### config.mk
export PLATFORM = sky130hd
export DESIGN_NAME = shift_add_mult_seq
export DESIGN_NICKNAME = d
export VERILOG_FILES = /design/src/rtl/shift_add_pkg.sv /design/src/rtl/shift_add_ctrl.sv /design/src/rtl/shift_add_mult_seq.sv
export SDC_FILE = /design/constraint.sdc
export NUM_CORES = 1
export LEC_CHECK = 0
export ABC_AREA = 1
export CAP_MARGIN = 20
export CORE_MARGIN = 4
export CORE_UTILIZATION = 56
export DETAILED_ROUTE_END_ITERATION = 10
export PLACE_DENSITY_LB_ADDON = 0.25
export SLEW_MARGIN = 20
export SYNTH_ARGS = -nofsm -noshare
export SYNTH_HDL_FRONTEND = slang
export SYNTH_SLANG_ARGS = --single-unit
### constraint.sdc
create_clock -name clk -period 2.5 [get_ports clk]
set_input_delay 0.375 -clock clk [delete_from_list [all_inputs] [get_ports clk]]
set_output_delay 0.375 -clock clk [all_outputs]
set_load 0.005 [all_outputs]
### src/rtl/shift_add_pkg.sv
// Shared types and helpers for the sequential shift-add multiplier.
// Latency: none (declarations only).
// Backpressure: none (declarations only).
package shift_add_pkg;

  typedef enum logic [1:0] {
    IDLE,
    CALC,
    FIX
  } mult_state_t;

  // Bits needed for a counter that must reach w itself.
  function automatic int cnt_w(input int w);
    return $clog2(w + 1);
  endfunction

endpackage

### src/rtl/shift_add_ctrl.sv
// Controller for the shift-add multiplier: IDLE/CALC/FIX sequencing and exit test.
// Latency: CALC for WIDTH cycles (fewer with early exit), one FIX cycle, then done.
// Backpressure: start is accepted only while ready; requests while busy are dropped.
module shift_add_ctrl
  import shift_add_pkg::*;
#(
  parameter int WIDTH      = 8,
  parameter bit EARLY_EXIT = 1'b0,
  parameter int CW         = cnt_w(WIDTH)
) (
  input  logic          clk,
  input  logic          rst,
  input  logic          start,
  input  logic          mplier_zero,
  input  logic [CW-1:0] cnt,
  output logic          load,
  output logic          step,
  output logic          fix,
  output logic          ready,
  output logic          busy,
  output logic          done
);

  mult_state_t state;
  logic        last_step;

  // The bit being retired this cycle is the final one, or nothing is left to retire.
  assign last_step = (cnt == CW'(WIDTH - 1)) || (EARLY_EXIT && mplier_zero);

  assign ready = (state == IDLE);
  assign busy  = (state != IDLE);
  assign load  = start && ready;
  assign step  = (state == CALC);
  assign fix   = (state == FIX);

  // Sequencer with a registered one-cycle done pulse leaving FIX.
  always_ff @(posedge clk) begin
    if (rst) begin
      state <= IDLE;
      done  <= 1'b0;
    end else begin
      done <= 1'b0;
      case (state)
        IDLE: if (start) state <= CALC;
        CALC: if (last_step) state <= FIX;
        FIX: begin
          state <= IDLE;
          done  <= 1'b1;
        end
        default: state <= IDLE;
      endcase
    end
  end

endmodule

### src/rtl/shift_add_mult_seq.sv
// Sequential shift-add multiplier, one multiplier bit per cycle, optional signed mode.
// Latency: WIDTH+2 edges from acceptance to done (shorter with early exit).
// Backpressure: ready only in IDLE; product held until the next op completes FIX.
module shift_add_mult_seq
  import shift_add_pkg::*;
#(
  parameter int WIDTH      = 8,
  parameter bit SIGNED_EN  = 1'b1,
  parameter bit EARLY_EXIT = 1'b0
) (
  input  logic               clk,
  input  logic               rst,
  input  logic               start,
  input  logic               signed_mode,
  input  logic [WIDTH-1:0]   a,
  input  logic [WIDTH-1:0]   b,
  output logic               ready,
  output logic               busy,
  output logic               done,
  output logic [2*WIDTH-1:0] product
);

  localparam int CW = cnt_w(WIDTH);

  logic [2*WIDTH:0]   acc;
  logic [WIDTH-1:0]   mcand;
  logic [WIDTH-1:0]   mplier;
  logic               neg;
  logic [CW-1:0]      cnt;

  logic               load;
  logic               step;
  logic               fix;
  logic               mplier_zero;

  logic               sm_eff;
  logic               a_neg;
  logic               b_neg;
  logic [WIDTH-1:0]   a_mag;
  logic [WIDTH-1:0]   b_mag;
  logic [WIDTH-1:0]   addend;
  logic [WIDTH:0]     upper_sum;
  logic [2*WIDTH:0]   acc_step;
  logic [CW-1:0]      rem;
  logic [2*WIDTH-1:0] acc_aligned;
  logic [2*WIDTH-1:0] product_next;

  // Magnitudes: |-2^(W-1)| wraps to 2^(W-1), which is still correct as an unsigned value.
  assign sm_eff = SIGNED_EN && signed_mode;
  assign a_neg  = sm_eff && a[WIDTH-1];
  assign b_neg  = sm_eff && b[WIDTH-1];
  assign a_mag  = a_neg ? -a : a;
  assign b_mag  = b_neg ? -b : b;

  // Multiplier bits still to be retired after this cycle's shift are all zero.
  assign mplier_zero = ~|mplier[WIDTH-1:1];

  // Add into the upper half (with carry bit), then shift the whole accumulator right.
  assign addend    = mplier[0] ? mcand : '0;
  assign upper_sum = acc[2*WIDTH:WIDTH] + {1'b0, addend};
  assign acc_step  = {upper_sum, acc[WIDTH-1:0]} >> 1;

  // An early exit skips the trailing shifts; apply them all at once before the sign fix.
  assign rem          = CW'(WIDTH) - cnt;
  assign acc_aligned  = EARLY_EXIT ? (2*WIDTH)'(acc >> rem) : acc[2*WIDTH-1:0];
  assign product_next = neg ? -acc_aligned : acc_aligned;

  shift_add_ctrl #(
    .WIDTH      (WIDTH),
    .EARLY_EXIT (EARLY_EXIT),
    .CW         (CW)
  ) u_ctrl (
    .clk         (clk),
    .rst         (rst),
    .start       (start),
    .mplier_zero (mplier_zero),
    .cnt         (cnt),
    .load        (load),
    .step        (step),
    .fix         (fix),
    .ready       (ready),
    .busy        (busy),
    .done        (done)
  );

  // Datapath: load operands on acceptance, retire a bit per CALC cycle, publish in FIX.
  always_ff @(posedge clk) begin
    if (rst) begin
      acc     <= '0;
      mcand   <= '0;
      mplier  <= '0;
      neg     <= 1'b0;
      cnt     <= '0;
      product <= '0;
    end else if (load) begin
      mcand  <= a_mag;
      mplier <= b_mag;
      neg    <= a_neg ^ b_neg;
      acc    <= '0;
      cnt    <= '0;
    end else if (step) begin
      acc    <= acc_step;
      mplier <= mplier >> 1;
      cnt    <= cnt + CW'(1);
    end else if (fix) begin
      product <= product_next;
    end
  end

endmodule

# After elaboration in Yosys (flattened, before gate mapping)
# Index checks and enable logic that the tools add are counted.
[classes]
addsub = 5
n_eq_ne = 5
muxes = 10
bitwise = 3
n_reduce_logical = 9
[op_table]
columns = ["operator", "n"]
rows = [
  ["$mux W8", 5],
  ["$mux W16", 1],
  ["$neg A16 Y16", 1],
  ["$neg A8 Y8", 2],
  ["$add A8 B8 Y9", 1],
  ["$add A4 B1 Y4 const B", 1],
  ["$eq A4 B3 Y1 const B", 1],
  ["$mux W2", 2],
  ["$pmux W2 S2", 1],
  ["$reduce_bool A2 Y1", 2],
  ["$logic_and A1 B1 Y1", 3],
  ["$reduce_and A3 Y1", 1],
  ["$eq A2 B1 Y1 const B", 1],
  ["$eq A2 B2 Y1 const B", 1],
  ["$logic_not A2 Y1", 1],
  ["$ne A2 B1 Y1 const B", 1],
  ["$ne A2 B2 Y1 const B", 1],
  ["$not A1 Y1", 2],
  ["$reduce_and A2 Y1", 1],
  ["$reduce_or A2 Y1", 1],
  ["$mux W1", 1],
  ["$xor A1 B1 Y1", 1],
]
[word_totals]
register_bits = 56
in_bits = 20
elab_cells = 40

# Longest topological paths before layout
# Gate-level depths: netlist of the first run.
[depth]
word_depth = 4
mapped_depth = 13
mapped_depth_nobuf = 12

# Hierarchy
# From an unflattened synthesis of the first run, not the netlist that was laid out.
[unflattened]
cells_unflattened = 484
hier_area_um2 = 3225.6
[modules_own_cells]
columns = ["mod", "n_inst", "cells_per_inst", "area_per_inst_um2", "seq_area_each_um2"]
rows = [
  ["shift_add_mult_seq", 1, 461, 3075.4, 1061.0],
  ["shift_add_ctrl", 1, 23, 150.1, 60.1],
]

# Worst setup path before layout of the first run
# Ideal clock, no wire load.
[synth_path]
path_kind = "reg2reg"
startpoint = "register mplier[0]"
endpoint = "register acc[13]"
arrival_time_ns = 1.619
required_time_ns = 2.391
path_slack_ns = 0.772
stages_incl_launch_ff = 14
n_path_buf = 1
path_cell_list = "dfxtp_1 clkbuf_1 nand2_1 inv_1 ha_1 fa_1 nand3_1 nand2_1 nand3_1 nand2_1 nand2_1 nand3_1 nand2_1 inv_1"
[synth_between]
elab_chain_len = 2
[synth_rtl]
columns = ["element", "line_no", "rtl"]
rows = [
  ["start: declaration", "shift_add_mult_seq.sv:27", "logic [WIDTH-1:0] mplier;"],
  ["start signal: assignment", "shift_add_mult_seq.sv:97", "mplier <= b_mag;"],
  ["start signal: assignment", "shift_add_mult_seq.sv:103", "mplier <= mplier >> 1;"],
  ["$mux W8", "shift_add_mult_seq.sv:59", "assign addend = mplier[0] ? mcand : '0;"],
  ["$add A8 B8 Y9", "shift_add_mult_seq.sv:60", "assign upper_sum = acc[2*WIDTH:WIDTH] + {1'b0, addend};"],
  ["end signal: assignment", "shift_add_mult_seq.sv:102", "acc <= acc_step;"],
  ["end: declaration", "shift_add_mult_seq.sv:25", "logic [2*WIDTH:0] acc;"],
]
# No other way between the ends.
# A chain may end at the register's enable or synchronous reset.

# Final worst setup path of the first run
# Ends and elaborated chain as after synthesis.

==> results of run 1 <==
worst max path at each step:
stage / endpoint / cells past startpoint / from
final: acc[13]$_SDFFE_PP0P_ / 12 / mplier[0]$_SDFFE_PP0P_
after global routing: acc[13]$_SDFFE_PP0P_ / 12 / mplier[0]$_SDFFE_PP0P_
after global placement: mcand[1]$_SDFFE_PP0P_ / 5 / start
after detailed placement: mcand[1]$_SDFFE_PP0P_ / 5 / start
after floorplan: acc[13]$_SDFFE_PP0P_ / 13 / mplier[0]$_SDFFE_PP0P_
after CTS: acc[13]$_SDFFE_PP0P_ / 12 / mplier[0]$_SDFFE_PP0P_
metal layers:
metal,part of all wire (%),up-vias
met5,0,-
met4,1.1,0
met3,4.7,5
met2,49,57
met1,45,1351
li1,-,1617
area by class of cell:
| type | count | area, um^2 |
|---|---|---|
| clock buffer | 6 | 72.6 |
| clock inverter | 2 | 35.0 |
| fill | 510 | 1800 |
| inverter | 62 | 233 |
| multi-input combinational | 353 | 1720 |
| sequential | 56 | 1120 |
| tap | 72 | 90.1 |
| timing repair buffer | 41 | 403 |
stage by stage:
step	total power, mW	instances
after floorplan	1.19	486
after global placement	1.27	584
after detailed placement	1.27	584
after CTS	1.84	592
after global routing	1.93	592
final	1.83	592
layout by cell type (no fill, tap or decap), types with 6 or more instances in the layout:
cell type	instances
a21oi_1	43
clkdlybuf4s50_1	38
dfxtp_1	56
ha_1	12
inv_1	56
inv_2	6
nand2_1	141
nand3_1	37
nor2_1	53
o21ai_0	25
o21ai_1	7
xor2_1	8
sequential cells by signal, summed over array words and instances (netlist names):
| name | flops |
|---|---|
| mplier | 8 |
| acc | 16 |
| product | 16 |
| u_ctrl.done | 1 |
| cnt | 4 |
| mcand | 8 |
| u_ctrl.state | 2 |
| neg | 1 |
worst register-to-register path, cell delays in order, from the launching register on:
cell	delay, ns
dfxtp_1	0.39
nand2_1	0.09
inv_1	0.04
ha_1	0.19
fa_1	0.40
nand3_1	0.11
nand2_1	0.07
nand3_1	0.09
nand2_1	0.08
nand2_1	0.07
nand3_1	0.07
nand2_1	0.08
inv_1	0.03
cell families after synthesis:
| group | count (synthesis) |
|---|---|
| compound gates | 84 |
| xor+xnor | 11 |
| fa+ha+maj | 13 |
| buf+inv | 77 |
| flops | 56 |
| simple gates | 245 |
power by group:
part | switching (mW) | internal (mW) | total [mW]
Clock | 0.282 | 0.298 | 0.579
Combinational | 0.174 | 0.115 | 0.289
Sequential | 0.0377 | 0.928 | 0.966
Total | 0.493 | 1.34 | 1.83
==> results.cfg, run 1 <==
[clocking]
cts.sinks = 56
cts-root-buf = clkbuf_8
postCtsHoldBufs = 0
postCtsSetupBuffers = 0
cts_buffer_depth = 2
post_cts_resized = 0
cts_max_level = 2
cts_inserted_buffers = 5
cts_tree = yes
clk_pin_slew_ns = 0.09
clkLatencyLatePin_ns = 0.31

[sta]
final.period_utilization_pct = 72.1
post-route-min-period_ns = 1.80
rsz0062_at_grt = no
final_hold_viol_count = 0
clock_skew_ns = 0.0103
fmax_ghz = 0.555
hold_slack_ns = 0.463
fin_setup_tns_ns = 0
worstMarginPinSlew_ns = 0.557
setup_viol = 0
slew_headroom_pct = 62.8
setup_slack_ns = 0.698
maxSlewViolCount = 0

[grt]
antenna_found_initial = 0
grt_max_degree = 32
grt_util_met1_pct = 23.0
grt.met3_usage_pct = 3.77
grt_usage_pct = 19.2
gr-usage-met2_pct = 34.4
top_usage_layer = met2
grt_overflow_total = 0
grt_pass1_vias = 2774
grt_pass1_wl_um = 11300

[floorplan]
core.rowCount = 27
dieArea_um2 = 6900
start_util_pct = 57.6
coreArea_um2 = 5470
pin_count = 39
die_y_um = 83.1
die_w_um = 83.1

[run_status]
status = finished, final reports clean

[logic_synthesis]
synth_top_family_by_area = simple AND/OR/NAND/NOR gates
synth_area_leaders = dfxtp_1, nand2_1, a21oi_1
synth_cell_type_count = 34
synth-xor-area-share_pct = 3.05
syn_area_um2 = 3150
synth_most_common_cell = nand2_1
synth_top_area_cell = dfxtp_1
synth_fa_ha_area_share_pct = 5.39
ys_async_sr_fraction_pct = 0
muxShareOfSynthArea_pct = 0
synthTopCellsByCount = nand2_1, dfxtp_1, inv_1
synth_top_area_share_pct = 35.5
synth-seq-cells = 56
ys.flop_type = dfxtp_1
synth-simple-area-share_pct = 31.9
synth_nets = 519
yosysWarnings = 0
synth-edff-count = 0
avgSynthCellArea_um2 = 6.49
synth_compound_area_share_pct = 14.2
synth-seq-area-share_pct = 35.5
postSynthCellCount = 486

[placed_design]
pre_cts_ws_ns = 0.624
gp_congestion = 0.844
dp_hpwl_um = 4900
dpl_cell_area_um2 = 3560
port-buffer-count = 38

[worst_hold_path]
hp-start = mcand[5]$_SDFFE_PP0P_
min_path_type = reg -> reg
hold_end = mcand[5]$_SDFFE_PP0P_
hold_depth = 2

[cells_and_area]
syn_to_final_growth_pct = 16.4
drive_above_1_share_pct = 4.42
nets = 552
diodes = 0
fin_util_pct = 67.1
final_area_um2 = 3670

[critical_path]
path_cells = nand2_1 -> inv_1 -> ha_1 -> fa_1 -> nand3_1 -> nand2_1 -> nand3_1 -> nand2_1 -> nand2_1 -> nand3_1 -> nand2_1 -> inv_1
start_kind = flop
endpoint_kind = flop
critPathMaxFanout = 9
r2r-end = acc[13]$_SDFFE_PP0P_
crit_buf_inv = 2
reg2regPathDepth = 12
slowest_delay_ns = 0.40
cpMaxStageDelayCell = fa_1
r2r_start = mplier[0]$_SDFFE_PP0P_
path_class = reg -> reg
worstPathArrival_ns = 2.01
cp_common_cell = nand2_1
r2r_slack_ns = 0.70
cp_top_family = simple AND/OR/NAND/NOR gates
crit_required_ns = 2.71

[routing]
wl_per_cell_um = 11.0
wirelength_um = 6510
vias = 3030
drcViolationCount = 0
drtIter0Drc = 162
vias_per_cell = 5.12
final_antenna_net_count = 0
first_pass_iters = 4

[power_and_ir_drop]
leakagePower_nw = 1.72
ir_drop_mv = 0.261
power.density_nw_per_um2 = 499

[flow_run]
maxCapViolCount = 0
(Power assumes the default switching activity.)
==> inputs of run 2 (changes only) <==
Settings changed: CORE_UTILIZATION 56 to 50.
Clock period 2.5 ns to 1.52 ns, I/O delays scaled along.
==> results.cfg, run 2 (synthesis results as in run 1) <==
[run_status]
status = complete, but fails checks
failed_checks = negative setup slack

[grt]
grt_max_degree = 31
grt_pass1_vias = 2981
antenna_found_initial = 0
grt_overflow_total = 0
grt_usage_pct = 19.8
grt_pass1_wl_um = 12500

[sta]
setup_viol = 4
rsz0062_at_grt = yes
final.period_utilization_pct = 109
hold_slack_ns = 0.455
worstMarginPinSlew_ns = 0.351
maxSlewViolCount = 0
setup_slack_ns = -0.130
fmax_ghz = 0.606
final_hold_viol_count = 0
slew_headroom_pct = 76.6
clock_skew_ns = 0.0116
post-route-min-period_ns = 1.65

[floorplan]
pin_count = 39
core.rowCount = 28
dieArea_um2 = 7640
start_util_pct = 52.3
die_y_um = 87.4
die_w_um = 87.4
coreArea_um2 = 6030

[routing]
vias_per_cell = 4.99
wirelength_um = 7310
drcViolationCount = 0
first_pass_iters = 5
vias = 3118
final_antenna_net_count = 0
drtIter0Drc = 132
wl_per_cell_um = 11.7

[clocking]
clkLatencyLatePin_ns = 0.31
cts_max_level = 2
cts-root-buf = clkbuf_8
clk_pin_slew_ns = 0.09
cts_buffer_depth = 2
cts.sinks = 56
cts_inserted_buffers = 5
cts_tree = yes

[critical_path]
start_kind = flop
endpoint_kind = flop
worstPathArrival_ns = 1.84
critPathMaxFanout = 7
crit_required_ns = 1.71
path_class = reg -> reg

[power_and_ir_drop]
leakagePower_nw = 1.86
ir_drop_mv = 0.474
power.density_nw_per_um2 = 751

[cells_and_area]
drive_above_1_share_pct = 14.5
instances_no_fill = 625
final_cell_mix = nand2_1, inv_1, nor2_1, dfxtp_1, a21oi_1
nets = 582
reg_top3 = acc (16), product (16)
syn_to_final_growth_pct = 28.5
final_common_cell = nand2_1
diodes = 0

[placed_design]
port-buffer-count = 38
pre_cts_ws_ns = -0.118
gp_congestion = 0.859
dp_hpwl_um = 5280
place_inst = 614

[flow_run]
maxCapViolCount = 0

[worst_hold_path]
min_path_type = reg -> reg
[run 2: path summary, 6_finish.rpt]
check	startpoint	slack, ns	cells past startpoint	end
max	mplier[0]$_SDFFE_PP0P_	-0.13	10	acc[11]$_SDFFE_PP0P_
min reg2reg	mcand[5]$_SDFFE_PP0P_	0.46	2	mcand[5]$_SDFFE_PP0P_
max reg2reg	mplier[0]$_SDFFE_PP0P_	-0.13	10	acc[11]$_SDFFE_PP0P_
min	mcand[5]$_SDFFE_PP0P_	0.46	2	mcand[5]$_SDFFE_PP0P_
[run 2: where the power goes]
part	leakage, nW	switching (mW)	internal [mW]
Combinational	1.36	0.334	0.264
Clock	0.0434	0.499	0.370
Sequential	0.457	0.0502	1.53
[run 2: layout make-up]
| type | count | area, um^2 |
|---|---|---|
| repair buffers | 71 | 642 |
| fillers | 547 | 1970 |
| multi-input cells | 353 | 1860 |
| well taps | 75 | 93.8 |
| inverters | 62 | 233 |
| clock inverters | 2 | 15.0 |
| clock buffers | 6 | 82.6 |
| flip-flops and latches | 56 | 1130 |
[run 2: through the flow]
stage | instance area, um^2 | TNS, ns | utilization, % | power (mW)
after floorplan | 3170 | -0.157 | - | 1.96
after global placement | 3790 | -0.202 | 63.0 | 2.15
after detailed placement | 3790 | -0.496 | 63.0 | 2.17
after CTS | 3950 | -0.0435 | 65.6 | 3.03
after global routing | 4050 | -0.739 | 67.3 | 3.19
final | 4050 | -0.236 | 67.3 | 3.04
[run 2: routing by layer]
| layer | up-vias | share of wire, % | GRT usage, % |
|---|---|---|---|
| met5 | - | 0 | 0 |
| met4 | 0 | 1.5 | 4.88 |
| met3 | 10 | 3.9 | 2.65 |
| met2 | 64 | 50 | 36.3 |
| met1 | 1371 | 45 | 24.1 |
| li1 | 1673 | - | - |
[run 2: critical path, cell delays in order, from the launching register on]
cell	delay, ns
dfxtp_4	0.37
nand2_2	0.06
inv_2	0.04
ha_4	0.16
fa_2	0.37
nand3_2	0.09
nand2_2	0.07
nand2_1	0.09
nand3_1	0.08
o211ai_1	0.12
inv_1	0.09
[run 2: what timing repair did]
| action | CTS | global route |
|---|---|---|
| gates resized for setup | 11 | 20 |
| hold buffers | 0 | 0 |
| setup endpoints to repair | 8 | 10 |
| endpoints found under the hold margin | 0 | 0 |
| pin swaps | 4 | 7 |
| buffers inserted | 1 | 2 |
